===== config.mk =====
export PLATFORM = sky130hd
export DESIGN_NAME = shared_adder_arbiter
export DESIGN_NICKNAME = d
export VERILOG_FILES = /design/src/rtl/shared_adder_arbiter.sv
export SDC_FILE = /design/constraint.sdc
export NUM_CORES = 1
export LEC_CHECK = 0
export CAP_MARGIN = 20
export CELL_PAD_IN_SITES_DETAIL_PLACEMENT = 0
export CELL_PAD_IN_SITES_GLOBAL_PLACEMENT = 2
export CORE_AREA = 2 2 107 98
export CTS_CLUSTER_SIZE = 40
export DETAILED_ROUTE_END_ITERATION = 12
export DIE_AREA = 0 0 109 100
export PLACE_DENSITY = 0.89
export SKIP_CTS_REPAIR_TIMING = 1
export SYNTH_ARGS = -nofsm -noshare
export SYNTH_HDL_FRONTEND = slang
export SYNTH_SLANG_ARGS = --single-unit

===== constraint.sdc =====
create_clock -name clk -period 8.6 [get_ports clk]
set_input_delay 1.29 -clock clk [delete_from_list [all_inputs] [get_ports clk]]
set_output_delay 1.29 -clock clk [all_outputs]
set_load 0.005 [all_outputs]

===== src/rtl/shared_adder_arbiter.sv =====
// shared_adder_arbiter: two requesters share one 8-bit ripple adder.
// Each 16-bit add runs as a low-byte pass then a high-byte pass.
//
// Ports:
//   clk, rst              clock, async active-high reset
//   reqN_valid/ready      request handshake (N = 0, 1)
//   reqN_a, reqN_b        16-bit operands
//   reqN_cin              carry-in
//   reqN_sub              subtract select (ADDER_SUB_EN only)
//   rsp_valid/ready       response handshake
//   rsp_id, rsp_sum       owning requester, 16-bit result
//   rsp_cout              carry out of the high pass
//   busy                  operation in flight
//
// Optional feature macro: ADDER_SUB_EN (adds reqN_sub ports).

module full_adder_b (
    input  logic [7:0] a,
    input  logic [7:0] b,
    input  logic       ci,
    output logic [7:0] s,
    output logic       co
);
    logic c;

    always_comb begin
        s = '0;
        c = ci;
        for (int i = 0; i < 8; i++) begin
            s[i] = a[i] ^ b[i] ^ c;
            c    = (a[i] & b[i]) | (c & (a[i] ^ b[i]));
        end
        co = c;
    end
endmodule

module shared_adder_arbiter #(
    parameter int FIXED_PRIO = 0
) (
    input  logic        clk,
    input  logic        rst,
`ifdef ADDER_SUB_EN
    input  logic        req0_sub,
    input  logic        req1_sub,
`endif
    input  logic        req0_valid,
    output logic        req0_ready,
    input  logic [15:0] req0_a,
    input  logic [15:0] req0_b,
    input  logic        req0_cin,
    input  logic        req1_valid,
    output logic        req1_ready,
    input  logic [15:0] req1_a,
    input  logic [15:0] req1_b,
    input  logic        req1_cin,
    output logic        rsp_valid,
    input  logic        rsp_ready,
    output logic        rsp_id,
    output logic [15:0] rsp_sum,
    output logic        rsp_cout,
    output logic        busy
);
    typedef enum logic [1:0] {IDLE, LO, HI, RESP} state_t;

    state_t      state_q, state_d;
    logic [15:0] a_q, a_d, b_q, b_d;
    logic        cin_q, cin_d;
    logic        id_q, id_d;
    logic        last_q, last_d;
    logic [7:0]  lo_q, lo_d, hi_q, hi_d;
    logic        carry_q, carry_d;
    logic        cout_q, cout_d;
    logic        sub_q, sub_d;

    logic        idle, grant, accept, inv;
    logic [7:0]  add_a, add_b, add_s;
    logic        add_ci, add_co;

    assign idle = (state_q == IDLE);

    // Tie goes to the requester that did not win last time,
    // unless fixed priority pins it to req0.
    always_comb begin
        grant = 1'b0;
        if (req0_valid && req1_valid)
            grant = (FIXED_PRIO != 0) ? 1'b0 : ~last_q;
        else
            grant = req1_valid;
    end

    assign req0_ready = idle & req0_valid & ~grant;
    assign req1_ready = idle & req1_valid & grant;
    assign accept     = req0_ready | req1_ready;

    // Subtraction: invert B on both passes, carry-in of 1 on the low pass.
    assign inv    = sub_q;
    assign add_a  = (state_q == HI) ? a_q[15:8] : a_q[7:0];
    assign add_b  = ((state_q == HI) ? b_q[15:8] : b_q[7:0]) ^ {8{inv}};
    assign add_ci = (state_q == HI) ? carry_q : (cin_q | inv);

    full_adder_b u_add (
        .a  (add_a),
        .b  (add_b),
        .ci (add_ci),
        .s  (add_s),
        .co (add_co)
    );

    always_comb begin
        state_d = state_q;
        a_d     = a_q;
        b_d     = b_q;
        cin_d   = cin_q;
        id_d    = id_q;
        last_d  = last_q;
        lo_d    = lo_q;
        hi_d    = hi_q;
        carry_d = carry_q;
        cout_d  = cout_q;
        sub_d   = sub_q;
        unique case (state_q)
            IDLE: begin
                if (accept) begin
                    state_d = LO;
                    a_d     = grant ? req1_a : req0_a;
                    b_d     = grant ? req1_b : req0_b;
                    cin_d   = grant ? req1_cin : req0_cin;
                    id_d    = grant;
                    last_d  = grant;
`ifdef ADDER_SUB_EN
                    sub_d   = grant ? req1_sub : req0_sub;
`else
                    sub_d   = 1'b0;
`endif
                end
            end
            LO: begin
                lo_d    = add_s;
                carry_d = add_co;
                state_d = HI;
            end
            HI: begin
                hi_d    = add_s;
                cout_d  = add_co;
                state_d = RESP;
            end
            RESP: begin
                if (rsp_ready)
                    state_d = IDLE;
            end
            default: state_d = IDLE;
        endcase
    end

    always_ff @(posedge clk or posedge rst) begin
        if (rst) begin
            state_q <= IDLE;
            a_q     <= '0;
            b_q     <= '0;
            cin_q   <= 1'b0;
            id_q    <= 1'b0;
            last_q  <= 1'b1;
            lo_q    <= '0;
            hi_q    <= '0;
            carry_q <= 1'b0;
            cout_q  <= 1'b0;
            sub_q   <= 1'b0;
        end else begin
            state_q <= state_d;
            a_q     <= a_d;
            b_q     <= b_d;
            cin_q   <= cin_d;
            id_q    <= id_d;
            last_q  <= last_d;
            lo_q    <= lo_d;
            hi_q    <= hi_d;
            carry_q <= carry_d;
            cout_q  <= cout_d;
            sub_q   <= sub_d;
        end
    end

    assign rsp_valid = (state_q == RESP);
    assign rsp_id    = id_q;
    assign rsp_sum   = {hi_q, lo_q};
    assign rsp_cout  = cout_q;
    assign busy      = ~idle;
endmodule


Word-level counts from Yosys, hierarchy flattened
Index checks and enable logic that the tools add are counted.
- reductions and logical operators: 4
- mux-type cells: 10
- bitwise gates (word level): 48
- equal/unequal tests: 5
- operators by type and width (kind ; number):
    2-to-1 mux 16 bit ; 2
    AND 1 bit ; 20
    2-to-1 mux 8 bit ; 2
    bitwise XOR 1 bit ; 16
    OR 1 bit ; 9
    one-hot mux 2 bit (4 select lines) ; 1
    == test 2 bit, second input constant ; 2
    2-to-1 mux 2 bit ; 2
    != test 2 x 1 -> 1 bit, second input constant ; 2
    AND reduction 2 bit ; 2
    2-to-1 mux 1 bit ; 3
    NOT 1 bit ; 3
    == test 2 x 1 -> 1 bit, second input constant ; 1
    zero test 2 bit ; 1
    logical AND 1 bit ; 1
- bits in registers: 55
- output and inout bits: 22
- bits of input ports: 71
- word-level logic and storage cells: 77

Longest topological paths before layout
- depth in word-level cells: 19
- mapped depth: 17

Cells and area by module
A second synthesis with hierarchy kept.
- cell total of the unflattened synthesis: 281
- area, all modules: 2821.5 sq um
- modules (own cells, without submodules) (module ; area each (sq um) ; cells each ; instances):
    shared_adder_arbiter ; 2623.8 ; 263 ; 1
    full_adder_b ; 197.7 ; 18 ; 1

Least setup slack after synthesis
Ideal clock, no wire load.
- path type: register to register
- start point: register state_q[0]
- end point: register hi_q[7]
- path slack: 4.211 ns
- cell stages (with the launch flop): 18
- data arrival time: 4.264 ns
- path buffers: 2
- library setup time: 0.125 ns
- clock period less this slack: 4.389 ns
- path through: dfrtp_1 > inv_1 > ha_1 > buf_2 > buf_2 > mux2i_1 > fa_1 > inv_1 > fa_1 > fa_1 > inv_1 > fa_1 > fa_1 > fa_1 > fa_1 > inv_1 > fa_1 > mux2_2
- cells in the longest elaborated chain, start to end: 18
- elaborated cells between the ends (all ways): 34
- ends and longest elaborated chain (element ; line ; text):
    start, declared ; 65 ; state_t state_q, state_d;
    start signal, assigned ; 169 ; state_q <= state_d;
    == test 2 bit (*) ; 97, 98, 99 ;
    2-to-1 mux 8 bit (on tied branches) ; 97, 98 ;
    bitwise XOR 1 bit ; 31 ; c = (a[i] & b[i]) | (c & (a[i] ^ b[i]));
    AND 1 bit ; 31 ;
    OR 1 bit ; 31 ;
    AND 1 bit ; 31 ;
    OR 1 bit ; 31 ;
    AND 1 bit ; 31 ;
    [... 3 more ...] ; n/a ;
    AND 1 bit ; 31 ;
    OR 1 bit ; 31 ;
    AND 1 bit ; 31 ;
    OR 1 bit ; 31 ;
    AND 1 bit ; 31 ;
    OR 1 bit ; 31 ;
    bitwise XOR 1 bit (*) ; 30 ; s[i] = a[i] ^ b[i] ^ c;
    named net add_s[7] ; 76 ; logic [7:0] add_a, add_b, add_s;
    end signal, assigned ; 176 ; hi_q <= hi_d;
    end, declared ; 70 ; logic [7:0] lo_q, lo_d, hi_q, hi_d;
The timed path passes the listed nets; every way through them passes the cells marked *.
A chain may end at the register's enable or synchronous reset.

Final worst setup path
- start point: input port req0_valid
- end point: output port req0_ready
- cells in the longest elaborated chain, start to end: 4
- elaborated cells between the ends (all ways): 5
- ends and longest elaborated chain (element ; line ; text):
    start, declared ; 46 ; input logic req0_valid,
    logical AND 1 bit ; 85 ; if (req0_valid && req1_valid)
    2-to-1 mux 1 bit ; 85 ;
    NOT 1 bit ; 91 ; assign req0_ready = idle & req0_valid & ~grant;
    AND 1 bit (*) ; 91 ;
    end, declared ; 47 ; output logic req0_ready,
Every way passes the cells marked *; elsewhere a longest branch is shown, timed or not.

==> report_table.html <==
<table>
<tr><th>Metric</th><th>Value</th></tr>
<tr><th colspan="2">Yosys</th></tr>
<tr><td>Cell count after synthesis</td><td>284</td></tr>
<tr><td>Total of warnings raised by yosys</td><td>0</td></tr>
<tr><td>Mapped cell area</td><td>2870 µm²</td></tr>
<tr><td>Synthesized area divided by synthesized cell count</td><td>10.1 µm²</td></tr>
<tr><td>Number of register bits inferred by synthesis</td><td>55</td></tr>
<tr><td>Sequential area share after synthesis</td><td>48.1%</td></tr>
<tr><td>Yosys cell types</td><td>25</td></tr>
<tr><td>Number of nets produced by synthesis</td><td>368</td></tr>
<tr><th colspan="2">Setup path</th></tr>
<tr><td>Sequence of cells on the critical path</td><td>clkdlybuf4s50_1, a21bo_2, and3_2, clkdlybuf4s50_1</td></tr>
<tr><td>Crit-path max FO</td><td>35</td></tr>
<tr><td>Endpoint kind of the worst setup timing path</td><td>output port</td></tr>
<tr><td>Highest cell delay on the worst timing path</td><td>0.65 ns</td></tr>
<tr><td>Start-to-end type of the worst setup path</td><td>input port to output port</td></tr>
<tr><td>Launching point of the worst reg2reg path</td><td>state_q[0]</td></tr>
<tr><td>Cell repeated most along the worst path</td><td>sky130_fd_sc_hd__clkdlybuf4s50_1</td></tr>
<tr><td>Data arrival time of the worst path</td><td>3.37 ns</td></tr>
<tr><td>Slowest stage cell, crit path</td><td>sky130_fd_sc_hd__clkdlybuf4s50_1</td></tr>
<tr><td>Worst path bufs/invs</td><td>2</td></tr>
<tr><td>Cell family with the largest share of critical-path delay</td><td>buffers and inverters</td></tr>
<tr><td>Endpoint required time on the critical path</td><td>7.31 ns</td></tr>
<tr><td>Crit. Startpoint</td><td>req0_valid</td></tr>
<tr><td>Category of the worst setup path launch point</td><td>input port</td></tr>
<tr><th colspan="2">Job</th></tr>
<tr><td>Number of maximum-capacitance violations</td><td>0</td></tr>
<tr><th colspan="2">Clock network</th></tr>
<tr><td>Number of buffers created by CTS</td><td>5</td></tr>
<tr><td>Worst-path clk slew</td><td>0.09 ns</td></tr>
<tr><td>Cell chosen for the clock root</td><td>sky130_fd_sc_hd__clkbuf_8</td></tr>
<tr><td>Clock Tree Buf Depth</td><td>2</td></tr>
<tr><td>Clock insertion delay at the later pin of the skew report</td><td>0.31 ns</td></tr>
<tr><td>Clock H-tree levels</td><td>2</td></tr>
<tr><td>CTS tree</td><td>done</td></tr>
<tr><td>Total clock sinks</td><td>55</td></tr>
<tr><th colspan="2">Route</th></tr>
<tr><td>First DRT Iteration DRCs</td><td>63</td></tr>
<tr><td>Total wirelength of the detailed-routed design</td><td>7.18 mm</td></tr>
<tr><td>Wire per inst</td><td>14.4 µm</td></tr>
<tr><td>Number of nets still failing antenna checks after routing</td><td>0</td></tr>
<tr><td>Drt first pass iters</td><td>4</td></tr>
<tr><td>Via density per instance</td><td>4.49</td></tr>
<tr><td>Total vias in the final route</td><td>2241</td></tr>
<tr><td>Remaining design rule violation count</td><td>0</td></tr>
<tr><th colspan="2">Place</th></tr>
<tr><td>Weighted congestion reported at the end of routability-driven placement</td><td>0.803</td></tr>
<tr><td>Number of placed instances with taps included</td><td>491</td></tr>
<tr><td>Count of input and output buffers</td><td>92</td></tr>
<tr><td>Cell area after placement</td><td>3880 µm²</td></tr>
<tr><td>Detailed placement HPWL</td><td>5.52 mm</td></tr>
<tr><th colspan="2">Global route</th></tr>
<tr><td>Global-route wire length before repair</td><td>11.7 mm</td></tr>
<tr><td>Overflow left after global routing</td><td>0</td></tr>
<tr><td>Vias in the first global route</td><td>2394</td></tr>
<tr><td>Maximum number of pins on one net before global-route repair</td><td>36</td></tr>
<tr><td>Total global routing track utilization</td><td>13.7%</td></tr>
<tr><td>Initial antenna violation count</td><td>0</td></tr>
<tr><th colspan="2">Final layout</th></tr>
<tr><td>Final net count</td><td>453</td></tr>
<tr><td>Layout area overhead</td><td>39.0%</td></tr>
<tr><td>Post-route core utilization</td><td>40.1%</td></tr>
<tr><td>Design area</td><td>3980 µm²</td></tr>
<tr><td>Layout fillers</td><td>984</td></tr>
<tr><td>Non-filler cells in the finished layout</td><td>499</td></tr>
<tr><td>Sequential cell area in the final layout</td><td>1380 µm²</td></tr>
<tr><td>Multi-input logic area</td><td>1330 µm²</td></tr>
<tr><td>Inserted Diodes</td><td>0</td></tr>
<tr><td>Share of layout cells above drive strength 1</td><td>12.2%</td></tr>
<tr><th colspan="2">Timing</th></tr>
<tr><td>Shortest clock period the worst path allows after layout</td><td>4.66 ns</td></tr>
<tr><td>Clock Skews</td><td>0.0134 ns</td></tr>
<tr><td>Fraction of the cycle the final worst path needs</td><td>54.2%</td></tr>
<tr><td>Worst slew margin</td><td>41.2%</td></tr>
<tr><td>Endpoints failing setup</td><td>0</td></tr>
<tr><td>Count of endpoints failing hold in the final timing report</td><td>0</td></tr>
<tr><td>Actual transition at the worst max-transition pin</td><td>0.879 ns</td></tr>
<tr><td>Worst hold slack</td><td>0.499 ns</td></tr>
<tr><td>Total count of max-transition violations in the final report</td><td>0</td></tr>
<tr><td>Achievable frequency</td><td>0.215 GHz</td></tr>
<tr><td>Setup TNS</td><td>0 ns</td></tr>
<tr><td>RSZ-0062 raised after global routing</td><td>false</td></tr>
<tr><th colspan="2">Floorplan</th></tr>
<tr><td>Starting Density</td><td>28.8%</td></tr>
<tr><td>Full die area</td><td>10900 µm²</td></tr>
<tr><td>I/O pin cnt</td><td>93</td></tr>
<tr><td>Die height</td><td>100 µm</td></tr>
<tr><td>Number of rows in the core area</td><td>35</td></tr>
<tr><td>Die span in x</td><td>109 µm</td></tr>
<tr><td>Placeable core region</td><td>9940 µm²</td></tr>
<tr><th colspan="2">Outcome</th></tr>
<tr><td>Outcome</td><td>finished, final reports clean</td></tr>
<tr><th colspan="2">Hold path</th></tr>
<tr><td>Worst min-delay path category</td><td>register to register</td></tr>
<tr><td>Hold Crit Start</td><td>rsp_id</td></tr>
<tr><th colspan="2">Pwr</th></tr>
<tr><td>VDD IR max</td><td>0.000166 V</td></tr>
<tr><td>Total power density per cell area</td><td>364 nW/µm²</td></tr>
<tr><td>Static Leak</td><td>0.00167 µW</td></tr>
</table>
-- flip-flops by register name, indices dropped and copies added, names as in the netlist --
register and count:
a_q 16, b_q 16, carry_q 1, cin_q 1
hi_q 8, last_q 1, lo_q 8, rsp_cout 1
rsp_id 1, state_q 2
-- layout by cell type, fill, tap and decap left out, drive strengths merged --
cell,Yosys,layout
nor2,40,40
o32a,1,1
inv,13,13
clkinv,0,1
nand2,33,33
a21o,1,1
a21oi,72,72
o21ai,1,1
mux2i,17,17
a21bo,1,1
o21a,1,1
and3,1,1
clkdlybuf4s50,0,92
clkinvlp,0,1
dfstp,1,1
dfrtp,54,54
mux2,15,15
a31oi,1,1
ha,5,5
a21boi,1,1
buf,17,4
clkbuf,1,6
fa,8,8
-- cell families (layout without fill, tap and decap cells) --
group	Yosys count	after routing	synth area share, %
AO/OA/AOI/OAI	79	79	16.7
flip-flops	55	55	48.1
adder cells (fa/ha/maj)	13	13	7.77
multiplexers	32	32	12.0
buffers and inverters	31	117	5.63
AND/OR/NAND/NOR	74	74	9.83
-- worst register-to-register path: cells and delay by family (launching register included) --
kind / cells / cell delay, ns
buffers and inverters: 5 / 0.72
adders and majority gates: 9 / 2.87
muxes: 2 / 0.47
DFF: 1 / 0.41
-- cells in the mapped netlist --
library cell	number	area share, %
sky130_fd_sc_hd__a21bo_2	1	0.35
sky130_fd_sc_hd__a21boi_4	1	0.66
sky130_fd_sc_hd__a21o_1	1	0.26
sky130_fd_sc_hd__a21oi_1	62	11
sky130_fd_sc_hd__a21oi_2	10	3.1
sky130_fd_sc_hd__a31oi_1	1	0.22
sky130_fd_sc_hd__and3_2	1	0.26
sky130_fd_sc_hd__buf_2	12	2.1
sky130_fd_sc_hd__buf_4	2	0.52
sky130_fd_sc_hd__buf_6	3	1.2
sky130_fd_sc_hd__clkbuf_1	1	0.13
sky130_fd_sc_hd__dfrtp_1	54	47
sky130_fd_sc_hd__dfstp_2	1	0.92
sky130_fd_sc_hd__fa_1	8	5.6
sky130_fd_sc_hd__ha_1	5	2.2
sky130_fd_sc_hd__inv_1	12	1.6
sky130_fd_sc_hd__inv_2	1	0.13
sky130_fd_sc_hd__mux2_2	14	5.5
sky130_fd_sc_hd__mux2_4	1	0.52
sky130_fd_sc_hd__mux2i_1	17	5.9
sky130_fd_sc_hd__nand2_1	33	4.3
sky130_fd_sc_hd__nor2_1	40	5.2
sky130_fd_sc_hd__o21a_1	1	0.26
sky130_fd_sc_hd__o21ai_2	1	0.31
sky130_fd_sc_hd__o32a_4	1	0.79
-- report_power, final --
| part | leakage, µW | internal (µW) | switching [µW] |
|---|---|---|---|
| Sequential | 0.000620 | 400 | 86.3 |
| Clock | 0.0000474 | 66.0 | 86.1 |
| Combinational | 0.00100 | 416 | 397 |
-- through the flow --
stage / power [µW] / setup WS [ns]
2_1_floorplan: 1010 / 4.21
3_3_place_gp: 1290 / 3.96
3_5_place_dp: 1320 / 3.93
4_1_cts: 1480 / 3.91
5_1_grt: 1590 / 3.80
6_report: 1450 / 3.94
-- per-layer routing --
metal  GRT usage (%)  share of wire (%)  routed length, µm
met1            19.2                 48               3410
met2            21.8                 46               3330
met5               0                  0                  0
met3            3.18                5.4                388
met4            2.86               0.70                 50
-- final cells by class --
type / instances / share of cell area [%]
clock inverter: 2 / 0.408
sequential: 55 / 34.6
inverter: 13 / 1.22
multi-input combinational: 198 / 33.3
timing repair buffer: 96 / 24.4
tap: 129 / 4.05
clock buffer: 6 / 2.07
-- final timing paths --
| check | endpoint | slack (ns) | cells past startpoint |
|---|---|---|---|
| max | req0_ready | 3.94 | 4 |
| min | rsp_id | 0.50 | 1 |
| max reg2reg | lo_q[7] | 4.04 | 16 |
| min reg2reg | rsp_id | 0.50 | 1 |
| max in group asynchronous | last_q | 6.62 | 3 |
| min in group asynchronous | hi_q[6] | 1.35 | 2 |
(Power assumes the default switching activity.)
